**config.mk**
```make
export PLATFORM = sky130hd
export DESIGN_NAME = note_scheduler
export DESIGN_NICKNAME = d
export VERILOG_FILES = /design/src/rtl/note_scheduler.sv
export SDC_FILE = /design/constraint.sdc
export NUM_CORES = 1
export LEC_CHECK = 0
export CORE_ASPECT_RATIO = 0.6
export CORE_MARGIN = 2
export CORE_UTILIZATION = 50
export DETAILED_ROUTE_END_ITERATION = 8
export PLACE_DENSITY = 0.76
export SLEW_MARGIN = 20
export SYNTH_ARGS = -nofsm -noshare
export SYNTH_HDL_FRONTEND = slang
export SYNTH_SLANG_ARGS = --single-unit
```
**constraint.sdc**
```tcl
create_clock -name clk -period 2.4 [get_ports clk]
set_clock_uncertainty 0.1 [all_clocks]
set_input_delay 0.24 -clock clk [delete_from_list [all_inputs] [get_ports clk]]
set_output_delay 0.24 -clock clk [all_outputs]
set_load 0.005 [all_outputs]
```
**src/rtl/note_scheduler.sv**
```systemverilog
// note_scheduler: steps through a drum pattern ROM one entry per beat, drives the
// painter with a 7-bit command per note, and judges pad rising edges inside a
// hit window, keeping saturating hit and miss counts.
//
// Handshake: start is a single-cycle request pulse with no ready/ack. It is
// accepted only in IDLE or DONE. While playing=1 it is ignored and is not queued.
//
// Beat timing: the timer reads 0 in the LATCH cycle and increments every cycle
// after that. A note state leaves when the timer reads BEAT_TICKS-2, so the
// following FETCH cycle carries the final tick (BEAT_TICKS-1) of the old beat.
// The next LATCH then clears the timer again. LATCH to LATCH is therefore
// exactly BEAT_TICKS cycles, with no drift.
module note_scheduler #(
    parameter int BEAT_TICKS   = 25000000,
    parameter int WINDOW_TICKS = 12500000,
    parameter int SONG_LEN     = 64,
    parameter int ADDR_W       = (SONG_LEN > 1) ? $clog2(SONG_LEN) : 1
) (
    input  logic              clk,
    input  logic              reset,
    input  logic              start,
    input  logic [4:0]        pad,
    output logic [ADDR_W-1:0] rom_addr,
    input  logic [4:0]        rom_data,
    output logic [6:0]        paint_cmd,
    output logic [7:0]        score,
    output logic [7:0]        misses,
    output logic              playing,
    output logic              done
);

    localparam int TIMER_W = (BEAT_TICKS > 1) ? $clog2(BEAT_TICKS) : 1;
    localparam logic [TIMER_W-1:0] BEAT_LAST = TIMER_W'(BEAT_TICKS - 1);
    localparam logic [TIMER_W-1:0] BEAT_EXIT = TIMER_W'(BEAT_TICKS - 2);
    localparam logic [TIMER_W-1:0] WIN_END   = TIMER_W'(WINDOW_TICKS);
    localparam logic [ADDR_W-1:0]  LAST_ADDR = ADDR_W'(SONG_LEN - 1);

    typedef enum logic [2:0] {
        IDLE  = 3'd0,
        FETCH = 3'd1,
        LATCH = 3'd2,
        SHOW  = 3'd3,
        HIT   = 3'd4,
        MISS  = 3'd5,
        REST  = 3'd6,
        DONE  = 3'd7
    } state_t;

    state_t               state;
    logic [TIMER_W-1:0]   timer;
    logic [4:0]           note;
    logic [4:0]           pad_q;
    logic [4:0]           pad_rise;
    logic                 window_open;
    logic                 beat_exit;

    assign pad_rise    = pad & ~pad_q;
    assign window_open = (timer < WIN_END);
    assign beat_exit   = (timer == BEAT_EXIT);
    assign playing     = (state != IDLE) && (state != DONE);
    assign done        = (state == DONE);

    function automatic logic [7:0] sat_inc(input logic [7:0] v);
        return (v == 8'hFF) ? v : v + 8'd1;
    endfunction

    function automatic logic is_one_hot(input logic [4:0] v);
        return (v != 5'd0) && ((v & (v - 5'd1)) == 5'd0);
    endfunction

    // Sequencer FSM, beat timer, pad edge register, counters and painter command.
    always_ff @(posedge clk) begin
        if (reset) begin
            state     <= IDLE;
            timer     <= '0;
            rom_addr  <= '0;
            paint_cmd <= 7'd0;
            score     <= 8'd0;
            misses    <= 8'd0;
            note      <= 5'd0;
            pad_q     <= 5'd0;
        end else begin
            pad_q <= pad;
            case (state)
                IDLE, DONE: begin
                    paint_cmd <= 7'd0;
                    if (start) begin
                        score     <= 8'd0;
                        misses    <= 8'd0;
                        rom_addr  <= '0;
                        paint_cmd <= 7'b0000001;
                        // Load the final tick so the first FETCH mirrors a beat tail.
                        timer     <= BEAT_LAST;
                        state     <= FETCH;
                    end
                end
                FETCH: begin
                    paint_cmd <= 7'd0;
                    timer     <= '0;
                    state     <= LATCH;
                end
                LATCH: begin
                    note  <= rom_data;
                    timer <= timer + 1'b1;
                    if (is_one_hot(rom_data)) begin
                        paint_cmd <= {rom_data, 2'b00};
                        state     <= SHOW;
                    end else begin
                        paint_cmd <= 7'd0;
                        state     <= REST;
                    end
                end
                SHOW: begin
                    timer <= timer + 1'b1;
                    if (beat_exit) begin
                        // Last note cycle: judge whatever happened now, then advance.
                        if (window_open && (pad_rise == note))
                            score <= sat_inc(score);
                        else
                            misses <= sat_inc(misses);
                        paint_cmd <= 7'd0;
                        if (rom_addr == LAST_ADDR) begin
                            state <= DONE;
                        end else begin
                            rom_addr <= rom_addr + 1'b1;
                            state    <= FETCH;
                        end
                    end else if (window_open && (pad_rise != 5'd0)) begin
                        if (pad_rise == note) begin
                            score     <= sat_inc(score);
                            paint_cmd <= 7'b0000010;
                            state     <= HIT;
                        end else begin
                            misses    <= sat_inc(misses);
                            paint_cmd <= 7'd0;
                            state     <= MISS;
                        end
                    end else if (!window_open) begin
                        misses    <= sat_inc(misses);
                        paint_cmd <= 7'd0;
                        state     <= MISS;
                    end
                end
                HIT, MISS, REST: begin
                    timer <= timer + 1'b1;
                    if (beat_exit) begin
                        paint_cmd <= 7'd0;
                        if (rom_addr == LAST_ADDR) begin
                            state <= DONE;
                        end else begin
                            rom_addr <= rom_addr + 1'b1;
                            state    <= FETCH;
                        end
                    end
                end
                default: begin
                    state <= IDLE;
                end
            endcase
        end
    end

endmodule

```
* Yosys cells after proc, flatten, opt, wreduce, memory -nomap -nowiden
Cells that the tools add are included.
** Cells by class
- Eq/ne operators :: 23
- Bitwise gates (word level) :: 3
- Multiplexer cells :: 37
- Reduce and logical (&&, ||, !) cells :: 20
- $add $sub $neg :: 5
- Order comparisons :: 1
** Operators with widths (count)
- 2-to-1 mux 8 bit :: 12
- one-hot mux 25 bit (3 select lines) :: 1
- 2-to-1 mux 7 bit :: 5
- one-hot mux 7 bit (5 select lines) :: 1
- one-hot mux 8 bit (2 select lines) :: 2
- adder 25 x 1 -> 25 bit (second input constant) :: 1
- equality test 25 bit (second input constant) :: 1
- < comparator 25 x 24 -> 1 bit (second input constant) :: 1
- 2-to-1 mux 25 bit :: 1
- 2-to-1 mux 3 bit :: 7
- 2-to-1 mux 6 bit :: 3
- adder 8 x 1 -> 8 bit (second input constant) :: 2
- equality test 8 bit (second input constant) :: 2
- != test 3 bit (second input constant) :: 5
- one-hot mux 3 bit (5 select lines) :: 1
- equality test 3 bit (second input constant) :: 4
- one-hot mux 6 bit (2 select lines) :: 1
- AND 5 bit :: 2
- AND reduction 5 bit :: 2
- nonzero test 5 bit :: 2
- != test 4 bit (second input constant) :: 2
- adder 6 x 1 -> 6 bit (second input constant) :: 1
- equality test 3 x 2 -> 1 bit (second input constant) :: 2
- equality test 6 bit (second input constant) :: 1
- other kinds (20) :: 27
** Word-level totals
- Word-level logic and storage cells :: 97
- Input port bits :: 13
- Register bits :: 67

* Depth between registers and ports, before layout
- Depth in word-level cells :: 7
- Gate-level depth with buffers :: 11
- Gate-level depth less buffers :: 9

* Least setup slack after synthesis
Ideal clock, no wire load.
- Path kind :: flip-flop to flip-flop
- Start point :: reg timer[6]
- End point :: reg score[7]
- Period minus slack after synthesis :: 2471 ps
- Slack :: -71 ps
- Cell stages (with the launch flop) :: 8
- Arrival time :: 2311 ps
- Cells stage by stage :: dfxtp_1 > or4_1 > o2111a_1 > a21oi_2 > nor4b_4 > nand3_2 > or4_1 > nand2_1
** Between the ends
- Cells in the longest elaborated chain, start to end :: 4
** RTL lines
- start, declared :: RTL line 50 : logic [TIMER_W-1:0] timer;
- start signal, assigned :: RTL line 104 : timer <= timer + 1'b1;
- start signal, assigned :: RTL line 114 : timer <= timer + 1'b1;
- start signal, assigned :: RTL line 145 : timer <= timer + 1'b1;
- < comparator 25 x 24 -> 1 bit :: RTL line 58 : assign window_open = (timer < WIN_END);
- logical AND 1 bit (on tied branches) :: RTL line 117, 128
- != test 3 bit (no source line)
- AND reduction 5 bit (no source line)
- end signal, assigned :: RTL line 118 : score <= sat_inc(score);
- end signal, assigned :: RTL line 130 : score <= sat_inc(score);
- end, declared :: RTL line 26 : output logic [7:0] score,
Parallel ways exist; a longest one is shown, timed or not.
A chain may end at the register's enable or synchronous reset.

* Final worst setup path
- Start point :: in pad[2]
- End point :: reg misses[1]
** Between the ends
- Cells in the longest elaborated chain, start to end :: 6
** RTL lines
- start, declared :: RTL line 22 : input logic [4:0] pad,
- AND 5 bit (*) :: RTL line 57 : assign pad_rise = pad & ~pad_q;
- nonzero test 5 bit :: RTL line 128 : end else if (window_open && (pad_rise != 5'd0)) begin
- logical AND 1 bit :: RTL line 128
- 2-to-1 mux 8 bit :: RTL line 128
- 2-to-1 mux 8 bit :: RTL line 115 : if (beat_exit) begin
- one-hot mux 8 bit (2 select lines) :: RTL line 84 : case (state)
- end signal, assigned :: RTL line 120 : misses <= sat_inc(misses);
- end signal, assigned :: RTL line 134 : misses <= sat_inc(misses);
- end signal, assigned :: RTL line 139 : misses <= sat_inc(misses);
- end, declared :: RTL line 27 : output logic [7:0] misses,
Every way passes the cells marked *; elsewhere a longest branch is shown, timed or not.

==> impl_metrics.toml <==
[yosys]
yosysUniqueCellTypes = 57
syn_inst = 440
synth.top_cell.area_share = 0.380
synth.top_cells.by_area = "dfxtp_1 (38%), nor2_1 (6.4%), a21oi_1 (4.4%)"
ys_seq_area_frac = 0.380
synth_seq_cells = 67
synth_edf_count = 0
yosysWarnings = 0
yosys.area.top_type = "dfxtp_1"
synthArstFlopShare = 0
avgSynthCellArea_um2 = 8.02
synth.cell_area_um2 = 3530
synthesis.nets = 458
synth_flop_cell = "dfxtp_1"

[setup_path]
cp_top_family = "simple AND/OR/NAND/NOR gates"
crit_path_max_fanout = 6
cp.required_ps = 2570
endpoint_kind = "flip-flop"
crit_path_start_kind = "input port"
cp_cell_sequence = "clkdlybuf4s50_1, nor2b_1, or4_1, nor3_1, nand2_1, nand4b_4, buf_6, mux2_4, nor2_1"
worst-path-buf-inv = 2
slowest_stage = "or4_1"
critPathArrivalTime_ps = 2690
critPathMaxStageDelay_ps = 600
worstSetupPathType = "input port to flip-flop"

[timing]
timing.final.crit_period_ps = 2520
rsz0062_at_grt = "yes"
setup_slack_ps = -116
fmax_mhz = 397
setup_viol = 16
timing.hold.ws_ps = 218
finalHoldViolations = 0
worst_pin_slew_ps = 782
post-route-period-util = 1.05
slew_violations = 0
max_slew_margin = 0.477

[grt]
grt_pass1_wl_mm = 16.0
grt_use_met1 = 0.398
overflow = 0
track_usage = 0.255
grt_pass1_vias = 3164
antenna_found_initial = 0
top_usage_layer = "met1"
use_met3 = 0.0862
grt_max_degree = 33
grt_use_met2 = 0.327

[final_layout]
antenna_cells = 0
layout-drive-gt1-share = 0.199
syn_to_final_growth_pct = 35.3
layout_common_cells = "dfxtp_1 (64), nor2_1 (58), buf_4 (49), clkdlybuf4s50_1 (42), nand2_1 (36)"
fillers = 522
fin_nets = 542
fin_cells = 615
final_common_cell = "dfxtp_1"

[power_and_ir_drop]
totalPowerFinal_mw = 4.05
ir_drop_mv = 0.698
power_density_nw_per_um2 = 848
p_leak_nw = 1.84

[routing]
vias = 3702
wirelength_mm = 9.96
dr.pass1.iters = 5
drt_iter0_markers = 365
final_antenna_net_count = 0
drc = 0
wire_per_inst_um = 16.2
viasPerCell = 6.02

[cts]
clock-sinks = 67
worstSkewPairLatency_ps = 340
cts-htree-levels = 3
cts_buffers = 9
postCtsHoldBufs = 0
cts-root-buf = "clkbuf_16"
clock_path_buffers = 2
cts_tree = "yes"
path_clk_slew_ps = 50

[placement]
dpl.cell_count = 592
place_congestion = 0.965
hpwl_mm = 6.95
pre_cts_ws_ps = -310
portBuffers = 43

[min_path]
hold_path.class = "input port to flip-flop"

[flow_run]
maxCapViolations = 0

[run_status]
violations = "negative setup slack"
status = "complete, but fails checks"

[die]
rows = 23
start_util = 0.522
io_pins = 44
core_um2 = 6760
die_area_um2 = 7770
die-width_um = 112
die-height_um = 69.1
==> final timing paths <==
kind | startpoint | to | slack (ps) | cells after the start
min reg2reg | paint_cmd[1] | paint_cmd[1] | 380 | 2
min | reset | misses[7] | 220 | 3
max | pad[2] | misses[1] | -120 | 9
max reg2reg | timer[10] | misses[4] | -110 | 9
==> cell usage after synthesis (7+ instances only) <==
library cell / count
a21oi_1: 31
and2_1: 8
and3_1: 17
clkbuf_1: 18
dfxtp_1: 67
mux2i_1: 7
nand2_1: 38
nand3_1: 22
nand4_1: 8
nor2_1: 60
nor2b_1: 11
nor3_1: 10
o211ai_1: 7
o21ai_0: 24
==> cell type report <==
type                            instances  area [um^2]  share of cell area
Sequential cell                        67         1350               0.282
Multi-Input combinational cell        344         2180               0.457
Timing Repair Buffer                   96          838               0.175
Tap cell                               87          109              0.0228
Inverter                                6         22.5             0.00471
Clock inverter                          2         10.0             0.00210
Clock buffer                           13          270              0.0566
==> routing by layer <==
| layer | vias up | part of all wire |
|---|---|---|
| met4 | 0 | 0.010 |
| li1 | 1787 | - |
| met2 | 151 | 0.40 |
| met1 | 1749 | 0.50 |
| met3 | 15 | 0.086 |
| met5 | - | 0 |
==> where the power goes <==
group	switching [mW]	internal, mW	total (mW)	leakage [nW]
registers	0.213	1.29	1.50	0.548
clock network	0.462	0.773	1.24	0.141
logic	0.719	0.598	1.32	1.15
total	1.39	2.66	4.05	1.84
==> registers in the layout, summed over array words and instances, names as in the netlist <==
| signal | flops |
|---|---|
| misses | 8 |
| score | 8 |
| rom_addr | 6 |
| state | 3 |
| note | 5 |
| timer | 25 |
| pad_q | 5 |
| paint_cmd | 7 |
==> kinds of logic after synthesis <==
group / count (synthesis) / synth area share
XOR/XNOR: 10 / 0.0248
flip-flops: 67 / 0.380
AO/OA/AOI/OAI: 114 / 0.215
multiplexers: 8 / 0.0230
AND/OR/NAND/NOR: 207 / 0.308
buffers and inverters: 29 / 0.0319
adder cells (fa/ha/maj): 5 / 0.0177
==> worst reg2reg max path: cells and delay by family (launching register included) <==
family	cells	cell delay, ps
and+or+nand+nor	5	1350
buffers and inverters	2	310
AOI/OAI and AO/OA	2	310
DFF	1	300
==> what timing repair did <==
item,in CTS,in global routing
resized for setup,9,21
pin swaps,10,10
buffers inserted,4,4
endpoints found under the setup margin,18,27
==> through the flow <==
| stage | utilization | instance area (um^2) | setup TNS [ps] |
|---|---|---|---|
| after floorplan | - | 3550 | -88.3 |
| after global placement | 0.640 | 4330 | -3980 |
| after detailed placement | 0.640 | 4330 | -4860 |
| after CTS | 0.690 | 4660 | -365 |
| after global routing | 0.706 | 4780 | -2310 |
| final | 0.706 | 4780 | -988 |
No activity file was read; power rests on OpenSTA's default activity.
